<file path="src/rtl/ifu_flush_ctrl_pkg.sv">
// Shared sizes, reset PC and FSM state encoding for the fetch flush/halt controller.
package ifu_flush_ctrl_pkg;

    localparam int          IFU_PC_SIZE    = 32;
    localparam int          IFU_INSTR_SIZE = 32;
    localparam int          IFU_MAX_OUTSTD = 2;
    localparam logic [31:0] IFU_RESET_PC   = 32'h8000_0000;

    typedef enum logic [1:0] {
        IFU_ST_RUN       = 2'd0,
        IFU_ST_WFI_DRAIN = 2'd1,
        IFU_ST_HALT      = 2'd2
    } ifu_state_e;

    // Counters must be able to hold MAX_OUTSTD itself, hence the extra bit.
    function automatic int ifu_cnt_width(input int max_outstd);
        return $clog2(max_outstd) + 1;
    endfunction

endpackage

</file>
<file path="src/rtl/ifu_pc_fifo.sv">
// Small synchronous FIFO holding the PC of every in-flight fetch; head is read combinationally.
module ifu_pc_fifo #(
    parameter int DEPTH = 2,
    parameter int WIDTH = 32
) (
    input  logic             clk,
    input  logic             rst,
    input  logic             push,
    input  logic [WIDTH-1:0] push_data,
    input  logic             pop,
    output logic [WIDTH-1:0] head
);

    localparam int PTR_W = (DEPTH > 1) ? $clog2(DEPTH) : 1;

    logic [WIDTH-1:0] mem [DEPTH];
    logic [PTR_W-1:0] wr_ptr_reg;
    logic [PTR_W-1:0] rd_ptr_reg;

    // Explicit wrap keeps DEPTH==1 correct where the pointer has a spare bit.
    function automatic logic [PTR_W-1:0] ptr_inc(input logic [PTR_W-1:0] ptr);
        return (ptr == PTR_W'(DEPTH - 1)) ? '0 : ptr + PTR_W'(1);
    endfunction

    always_ff @(posedge clk) begin
        if (rst) begin
            wr_ptr_reg <= '0;
            rd_ptr_reg <= '0;
        end else begin
            if (push) begin
                wr_ptr_reg <= ptr_inc(wr_ptr_reg);
            end
            if (pop) begin
                rd_ptr_reg <= ptr_inc(rd_ptr_reg);
            end
        end
    end

    always_ff @(posedge clk) begin
        if (push) begin
            mem[wr_ptr_reg] <= push_data;
        end
    end

    assign head = mem[rd_ptr_reg];

endmodule

</file>
<file path="src/rtl/ifu_flush_ctrl.sv">
// Fetch request generator that follows commit redirects, drops stale responses and quiesces for WFI.
module ifu_flush_ctrl
    import ifu_flush_ctrl_pkg::*;
#(
    parameter int                  PC_SIZE    = IFU_PC_SIZE,
    parameter int                  INSTR_SIZE = IFU_INSTR_SIZE,
    parameter int                  MAX_OUTSTD = IFU_MAX_OUTSTD,
    parameter logic [PC_SIZE-1:0]  RESET_PC   = PC_SIZE'(IFU_RESET_PC)
) (
    input  logic                  clk,
    input  logic                  rst,
    input  logic                  flush_i_req,
    input  logic [PC_SIZE-1:0]    flush_i_pc,
    output logic                  flush_o_ack,
    input  logic                  core_wfi_i,
    input  logic                  irq_wake_i,
    output logic                  wfi_halt_ack_o,
    output logic                  fch_o_req_valid,
    input  logic                  fch_i_req_ready,
    output logic [PC_SIZE-1:0]    fch_o_req_pc,
    input  logic                  fch_i_rsp_valid,
    input  logic [INSTR_SIZE-1:0] fch_i_rsp_instr,
    input  logic                  fch_i_rsp_err,
    output logic                  fch_o_rsp_ready,
    output logic                  ifu_o_valid,
    output logic [PC_SIZE-1:0]    ifu_o_pc,
    output logic [INSTR_SIZE-1:0] ifu_o_instr,
    output logic                  ifu_o_buserr
);

    localparam int CNT_W = ifu_cnt_width(MAX_OUTSTD);

    ifu_state_e         state_reg;
    logic [PC_SIZE-1:0] pc_reg;
    logic [CNT_W-1:0]   outstd_reg;
    logic [CNT_W-1:0]   kill_reg;
    logic               flush_ack_reg;
    logic               halt_ack_reg;
    logic               wake_pend_reg;

    logic [CNT_W-1:0]   outstd_next;
    logic               req_valid;
    logic               req_fire;
    logic               rsp_drop;
    logic               drained;
    logic               wake_req;
    logic [PC_SIZE-1:0] head_pc;

    assign req_valid = ~rst & (state_reg == IFU_ST_RUN) & ~flush_i_req
                     & (outstd_reg < CNT_W'(MAX_OUTSTD));
    assign req_fire  = req_valid & fch_i_req_ready;
    assign rsp_drop  = fch_i_rsp_valid & ((kill_reg != '0) | flush_i_req);
    assign wake_req  = irq_wake_i & ~core_wfi_i;

    always_comb begin
        outstd_next = outstd_reg;
        if (req_fire && !fch_i_rsp_valid) begin
            outstd_next = outstd_reg + CNT_W'(1);
        end else if (!req_fire && fch_i_rsp_valid) begin
            outstd_next = outstd_reg - CNT_W'(1);
        end
    end

    // Includes this cycle's response, so the halt ack rises the cycle after the last one.
    assign drained = (outstd_next == '0);

    always_ff @(posedge clk) begin
        if (rst) begin
            state_reg     <= IFU_ST_RUN;
            pc_reg        <= RESET_PC;
            outstd_reg    <= '0;
            kill_reg      <= '0;
            flush_ack_reg <= 1'b0;
            halt_ack_reg  <= 1'b0;
            wake_pend_reg <= 1'b0;
        end else begin
            outstd_reg    <= outstd_next;
            flush_ack_reg <= flush_i_req;
            if (flush_i_req) begin
                // Everything still on the bus after this cycle belongs to the old path.
                pc_reg        <= flush_i_pc;
                kill_reg      <= outstd_next;
                state_reg     <= IFU_ST_RUN;
                halt_ack_reg  <= 1'b0;
                wake_pend_reg <= 1'b0;
            end else begin
                if (req_fire) begin
                    pc_reg <= pc_reg + PC_SIZE'(4);
                end
                if (fch_i_rsp_valid && kill_reg != '0) begin
                    kill_reg <= kill_reg - CNT_W'(1);
                end
                case (state_reg)
                    IFU_ST_RUN: begin
                        if (core_wfi_i) begin
                            state_reg <= IFU_ST_WFI_DRAIN;
                        end
                    end
                    IFU_ST_WFI_DRAIN: begin
                        if (drained) begin
                            wake_pend_reg <= 1'b0;
                            if (wake_pend_reg || wake_req) begin
                                state_reg <= IFU_ST_RUN;
                            end else begin
                                state_reg    <= IFU_ST_HALT;
                                halt_ack_reg <= 1'b1;
                            end
                        end else if (wake_req) begin
                            wake_pend_reg <= 1'b1;
                        end
                    end
                    IFU_ST_HALT: begin
                        if (wake_req) begin
                            state_reg    <= IFU_ST_RUN;
                            halt_ack_reg <= 1'b0;
                        end
                    end
                    default: begin
                        state_reg    <= IFU_ST_RUN;
                        halt_ack_reg <= 1'b0;
                    end
                endcase
            end
        end
    end

    ifu_pc_fifo #(
        .DEPTH (MAX_OUTSTD),
        .WIDTH (PC_SIZE)
    ) u_pc_fifo (
        .clk       (clk),
        .rst       (rst),
        .push      (req_fire),
        .push_data (pc_reg),
        .pop       (fch_i_rsp_valid),
        .head      (head_pc)
    );

    assign fch_o_req_valid = req_valid;
    assign fch_o_req_pc    = pc_reg;
    assign fch_o_rsp_ready = 1'b1;
    assign ifu_o_valid     = fch_i_rsp_valid & ~rsp_drop & ~rst;
    assign ifu_o_pc        = head_pc;
    assign ifu_o_instr     = fch_i_rsp_instr;
    assign ifu_o_buserr    = fch_i_rsp_err;
    assign flush_o_ack     = flush_ack_reg;
    assign wfi_halt_ack_o  = halt_ack_reg;

    a_rsp_needs_outstd: assert property (@(posedge clk) disable iff (rst)
        fch_i_rsp_valid |-> (outstd_reg != '0));
    a_outstd_bound: assert property (@(posedge clk) disable iff (rst)
        outstd_reg <= CNT_W'(MAX_OUTSTD));
    a_kill_bound: assert property (@(posedge clk) disable iff (rst)
        kill_reg <= outstd_reg);

endmodule

</file>
<file path="config.mk">
export PLATFORM = sky130hd
export DESIGN_NAME = ifu_flush_ctrl
export DESIGN_NICKNAME = d
export VERILOG_FILES = /design/src/rtl/ifu_flush_ctrl_pkg.sv /design/src/rtl/ifu_pc_fifo.sv /design/src/rtl/ifu_flush_ctrl.sv
export SDC_FILE = /design/constraint.sdc
export NUM_CORES = 1
export LEC_CHECK = 0
export CELL_PAD_IN_SITES_DETAIL_PLACEMENT = 0
export CELL_PAD_IN_SITES_GLOBAL_PLACEMENT = 1
export CORE_AREA = 2 2 143 110
export DETAILED_ROUTE_END_ITERATION = 10
export DIE_AREA = 0 0 145 112
export PLACE_DENSITY_LB_ADDON = 0.1
export SYNTH_ARGS = -nofsm -noshare
export SYNTH_HDL_FRONTEND = slang
export SYNTH_HIERARCHICAL = 1
export SYNTH_SLANG_ARGS = --single-unit
export TNS_END_PERCENT = 50
</file>
<file path="constraint.sdc">
create_clock -name clk -period 3.7 [get_ports clk]
set_input_delay 0.37 -clock clk [delete_from_list [all_inputs] [get_ports clk]]
set_output_delay 0.37 -clock clk [all_outputs]
set_load 0.03 [all_outputs]
</file>
==> Word level (Yosys, flattened, before mapping) <==
Memory sizes are Yosys's and may differ from the RTL's. A register that Yosys moved wholly into a read port is not among the register bits.
Cells that the tools add are included.
{ "classes": {"bitwise_logic": 14, "reduce_logical": 16, "n_eq_ne": 6, "n_addsub": 6, "mux": 23, "n_lt_le_gt_ge": 1} }
{ "ops": {"columns": ["cell", "count"], "rows": [
  ["$mux W32", 2],
  ["$add A32 B3 Y32 const B", 1],
  ["$mux W2", 8],
  ["$mux W1", 11],
  ["$and A1 B1 Y1", 8],
  ["$ne A2 B2 Y1 const B", 4],
  ["$reduce_bool A2 Y1", 4],
  ["$pmux W2 S3", 1],
  ["$not A1 Y1", 5],
  ["$logic_not A2 Y1", 2],
  ["$reduce_and A4 Y1", 1],
  ["$sub A2 B1 Y2 const B", 2],
  ["$logic_and A1 B1 Y1", 3],
  ["$pmux W1 S3", 1],
  ["$reduce_and A3 Y1", 1],
  ["$add A1 B1 Y1 const B", 2],
  ["$add A2 B1 Y2 const B", 1],
  ["$eq A2 B1 Y1 const B", 1],
  ["$eq A2 B2 Y1 const B", 1],
  ["$logic_not A1 Y1", 2],
  ["$lt A2 B2 Y1 const B", 1],
  ["$reduce_and A2 Y1", 1],
  ["$reduce_or A2 Y1", 1],
  ["$logic_or A1 B1 Y1", 1],
  ["$or A1 B1 Y1", 1]
]} }
{ "totals": {"inputBits": 72, "wordCells": 76, "out_inout_bits": 102, "mem_bits_rw": 64, "register_bits": 43, "memories": 1} }
{ "memory_table": {"columns": ["name", "words", "word_bits", "read_ports", "rd_clocked_by_memory_dff", "write_ports", "line", "source"], "rows": [
  ["u_pc_fifo.mem", 2, 32, 1, 1, 1, "ifu_pc_fifo.sv:16", "logic [WIDTH-1:0] mem [DEPTH];"]
]} }

==> Logic depth before layout (Yosys ltp) <==
{ "logic_depth": {"word_depth": 12, "ltp_mapped": 8, "mapped_depth_nobuf": 6} }

==> By module <==
The synthesis kept the hierarchy.
{ "modules_own_cells": {"columns": ["mod", "cells_each", "seq_area_each_um2", "area_per_inst_um2", "n_inst"], "rows": [
  ["ifu_pc_fifo", 110, 1981.9, 2567.5, 1],
  ["ifu_flush_ctrl", 321, 820.8, 2562.5, 1]
]} }

==> Worst setup path before layout <==
OpenSTA, ideal clock, no wires.
{ "synth_timing": {"path_type": "reg2reg", "start": "register state_reg[0]", "end": "memory u_pc_fifo.mem[0][0] (enable)", "arrival_time_ns": 2.635, "setup_time_ns": 0.425, "slack_ns": 0.640, "period_less_slack_ns": 3.060, "t_required_ns": 3.275, "n_path_buf": 2, "path_stages_with_launch": 7, "path_cell_list": "dfxtp_1 buf_6 nor3_4 nand2_2 inv_1 clkbuf_1 nor2b_1"} }
{ "synth_via": {"elab_chain_len": 7} }
{ "synth_rtl": {"columns": ["element", "line", "source"], "rows": [
  ["start, declared", "ifu_flush_ctrl.sv:33", "ifu_state_e state_reg;"],
  ["start signal, assigned", "ifu_flush_ctrl.sv:69", "state_reg <= IFU_ST_RUN;"],
  ["start signal, assigned", "ifu_flush_ctrl.sv:83", "state_reg <= IFU_ST_RUN;"],
  ["start signal, assigned", "ifu_flush_ctrl.sv:96", "state_reg <= IFU_ST_WFI_DRAIN;"],
  ["$logic_not A2 Y1", "ifu_flush_ctrl.sv:49", "assign req_valid = ~rst & (state_reg == IFU_ST_RUN) & ~flush_i_req"],
  ["$and A1 B1 Y1 (2 in series)", "ifu_flush_ctrl.sv:49", null],
  ["$and A1 B1 Y1", "ifu_flush_ctrl.sv:50", "& (outstd_reg < CNT_W'(MAX_OUTSTD));"],
  ["$and A1 B1 Y1", "ifu_flush_ctrl.sv:51", "assign req_fire = req_valid & fch_i_req_ready;"],
  ["named net req_fire", "ifu_flush_ctrl.sv:43", "logic req_fire;"],
  ["$mux W1", "ifu_pc_fifo.sv:40", "if (push) begin"],
  ["$mux W1 (not written as such)", "ifu_pc_fifo.sv:41", "mem[wr_ptr_reg] <= push_data;"],
  ["end, declared", "ifu_pc_fifo.sv:16", null]
]} }
The timed path passes the listed nets, and every way through them passes these cells.

==> Worst setup path in the final report <==
{ "layout_timing": {"start": "input flush_i_req", "end": "output ifu_o_valid"} }
{ "layout_via": {"elab_chain_len": 5} }
{ "layout_rtl": {"columns": ["element", "line", "source"], "rows": [
  ["start, declared", "ifu_flush_ctrl.sv:12", "input logic flush_i_req,"],
  ["$or A1 B1 Y1", "ifu_flush_ctrl.sv:52", "assign rsp_drop = fch_i_rsp_valid & ((kill_reg != '0) | flush_i_req);"],
  ["$and A1 B1 Y1", "ifu_flush_ctrl.sv:52", null],
  ["$not A1 Y1", "ifu_flush_ctrl.sv:142", "assign ifu_o_valid = fch_i_rsp_valid & ~rsp_drop & ~rst;"],
  ["$and A1 B1 Y1 (2 in series)", "ifu_flush_ctrl.sv:142", null],
  ["end, declared", "ifu_flush_ctrl.sv:25", "output logic ifu_o_valid,"]
]} }
No other way between the ends.

==> results_dict.tcl <==
set metrics [dict create \
    status "completed" \
    crit_fanout 31 \
    period_minus_slack_ns 2.59 \
    cts_resized 0 \
    reg2reg_depth 6 \
    place.gp.congestion 0.759 \
    clk_pin_slew_ns 0.07 \
    tightest_slew_ns 0.618 \
    crit_arrival_ns 2.22 \
    setup_viol 0 \
    diodes 0 \
    yosysUniqueCellTypes 57 \
    first_global_vias 3327 \
    reg2reg_slack_ns 1.46 \
    hold_buffers 0 \
    ys_ff_latch 108 \
    yosysWarnings 6 \
    largest_reg_flops 64 \
    skew_ns 0.00795 \
    post_drt_wl_per_cell_um 17.8 \
    fin_util_pct 43.1 \
    die_h_um 112 \
    p_seq_share_pct 50.0 \
    startpoint_type "input pin" \
    numCtsBuffers 9 \
    ant_nets 0 \
    critPathRequiredTime_ns 3.33 \
    mostFrequentLayoutCells "clkdlybuf4s50_1, edfxtp_1, dfxtp_1, mux2_4, nor2_1" \
    drtIter0Drc 217 \
    critPathLaunch "flush_i_req" \
    setup_tns_ns 0 \
    cp_num_cells 5 \
    clock.fmax_mhz 386 \
    nNetsFinal 576 \
    die_width_um 145 \
    grt.total_usage_pct 15.4 \
    p_per_area_nw_per_um2 431 \
    dpl_worst_slack_ns 0.998 \
    drv_slew 0 \
    clkPwrFrac_pct 33.3 \
    max_slew_margin_pct 58.8 \
    place_hpwl_um 8660 \
    postCtsSetupRepairBufs 0 \
    synth.avg_cell_area_um2 11.9 \
    met2_usage_pct 23.2 \
    netlist_area_um2 5130 \
    switching_power_w 0.000755 \
    crit_slowest_cell "clkdlybuf4s50_1" \
    intPower_w 0.00201 \
    cp-end-kind "output port" \
    numPortBuffers 106 \
    drive_above_1_share_pct 13.4 \
    max_stage_delay_ns 0.59 \
    postSynth.asyncResetShare_pct 0 \
    via_per_inst 4.99 \
    p_leak_nw 2.21 \
    grt_max_degree 35 \
    regMostFlops "u_pc_fifo/mem" \
    cts_root_buffer "clkbuf_16" \
    path_common_cell "clkdlybuf4s50_1" \
    rsz0062_at_grt "no" \
    hold_viol 0 \
    dpl_cell_area_um2 6130 \
    worstSkewPairLatency_ns 0.34 \
    crit_path_cell_trace "clkdlybuf4s50_1 > buf_4 > nor2_1 > and3_1 > clkdlybuf4s50_1" \
    cts_tree "built" \
    fin_cells 712 \
    drt_pass1_iterations 4 \
    cp.buffers_inverters 3 \
    busiest_layer "met2" \
    place_inst 696 \
    dieArea_um2 16200 \
    synth_edf_count 64 \
    vdd_drop_max_v 0.000231 \
    fp-row-count 39 \
    synth-main-ff-cell "edfxtp_1" \
    io_pins 174 \
    htree_levels 3 \
    cp_top_family "buffers and inverters" \
    cap_violations 0 \
    vias 3552 \
    drt_wl_total_um 12700 \
    synthesis.nets 505 \
    start_util_pct 34.5 \
    grt_overflow 0 \
    fin_area_um2 6410 \
    p_comb_share_pct 16.7 \
    core_area_um2 14900 \
    r2r-start "state_reg[0]" \
    cts.sinks 108 \
    seq_area_frac_synth_pct 54.6 \
    antenna_found_initial 0 \
    rr_endpoint "u_pc_fifo/mem[0][4]" \
    use_met3_pct 4.02 \
    hold_path_class "reg -> reg" \
    p_sw_share_pct 27.3 \
    grtUsageMet1_pct 22.1 \
    synthCells 431 \
    final_common_cell "clkdlybuf4s50_1" \
    drc_errors 0 \
    worst_slack_ns 1.11 \
    crit_type "in -> out" \
    synthToLayoutAreaGrowth_pct 25.0 \
    fillers 1407 \
    grt_pass1_wl_um 19500 \
    post-route-period-util_pct 70.1 \
    cp-endpoint "ifu_o_valid" \
    clockBufferDepth 2 \
]
[Yosys cell counts, drive strengths merged (9+ instances only)]
cell type | number | area [µm²]
xnor2 | 10 | 87.6
nor4 | 10 | 75.1
mux2 | 34 | 495
a21oi | 22 | 110
nand2 | 23 | 88.8
inv | 9 | 33.8
buf | 44 | 362
dfxtp | 44 | 881
nand3 | 14 | 70.1
nor2 | 27 | 101
nand4 | 13 | 87.6
edfxtp | 64 | 1920
clkbuf | 11 | 41.3
o21ai | 18 | 90.1
[cell type report]
type / count / area [µm²] / share of cell area [%]
Clock buffer: 9 / 225 / 3.51
Clock inverter: 7 / 56.3 / 0.878
Inverter: 10 / 37.5 / 0.585
Multi-Input combinational cell: 258 / 1890 / 29.5
Sequential cell: 108 / 2800 / 43.7
Tap cell: 205 / 256 / 4.00
Timing Repair Buffer: 115 / 1140 / 17.8
[cell families (layout without fill, tap and decap cells)]
| family | count (synthesis) | count (layout) | share of synthesized area, % |
|---|---|---|---|
| compound gates | 84 | 84 | 10.6 |
| buf+inv | 65 | 141 | 8.59 |
| fa+ha+maj | 2 | 2 | 0.488 |
| xor+xnor | 12 | 12 | 2.05 |
| flops | 108 | 108 | 54.6 |
| other cells | 1 | 1 | 0.0731 |
| simple gates | 123 | 123 | 13.5 |
| mux | 36 | 36 | 10.0 |
[power groups by stage]
stage / registers (W) / clock network [W] / logic, W
after detailed placement: 0.00141 / 0 / 0.000464
after global routing: 0.00139 / 0.000993 / 0.000492
after CTS: 0.00138 / 0.000944 / 0.000465
final: 0.00138 / 0.000920 / 0.000461
after floorplan: 0.00143 / 0 / 0.000323
after global placement: 0.00141 / 0 / 0.000464
[metal layers]
metal  part of all wire (%)  vias to the layer above
met3                    4.7                       26
li1                       -                     1729
met5                      0                        -
met1                     49                     1695
met2                     45                      102
met4                    1.2                        0
[metrics by stage]
stage	hold WS (ns)	total power (W)
floorplan	0.442	0.00176
global placement	0.487	0.00187
detailed placement	0.491	0.00188
CTS	0.510	0.00279
global route	0.532	0.00288
finish	0.502	0.00276
[worst min path at each step]
| stage | from | to | cells past startpoint |
|---|---|---|---|
| detailed placement | fch_o_req_pc[0] | u_pc_fifo/mem[0][0] | 0 |
| finish | wfi_halt_ack_o | wfi_halt_ack_o | 2 |
| global placement | wfi_halt_ack_o | wfi_halt_ack_o | 2 |
| CTS | fch_o_req_pc[0] | u_pc_fifo/mem[0][0] | 0 |
| floorplan | rst | register | 1 |
| global route | fch_o_req_pc[1] | u_pc_fifo/mem[1][1] | 0 |
[worst min-delay path: stages, from the launching register on]
cell and delay, ns:
dfxtp_1 0.33, a2bb2oi_1 0.06, nor2_1 0.08
(Power assumes the default switching activity.)
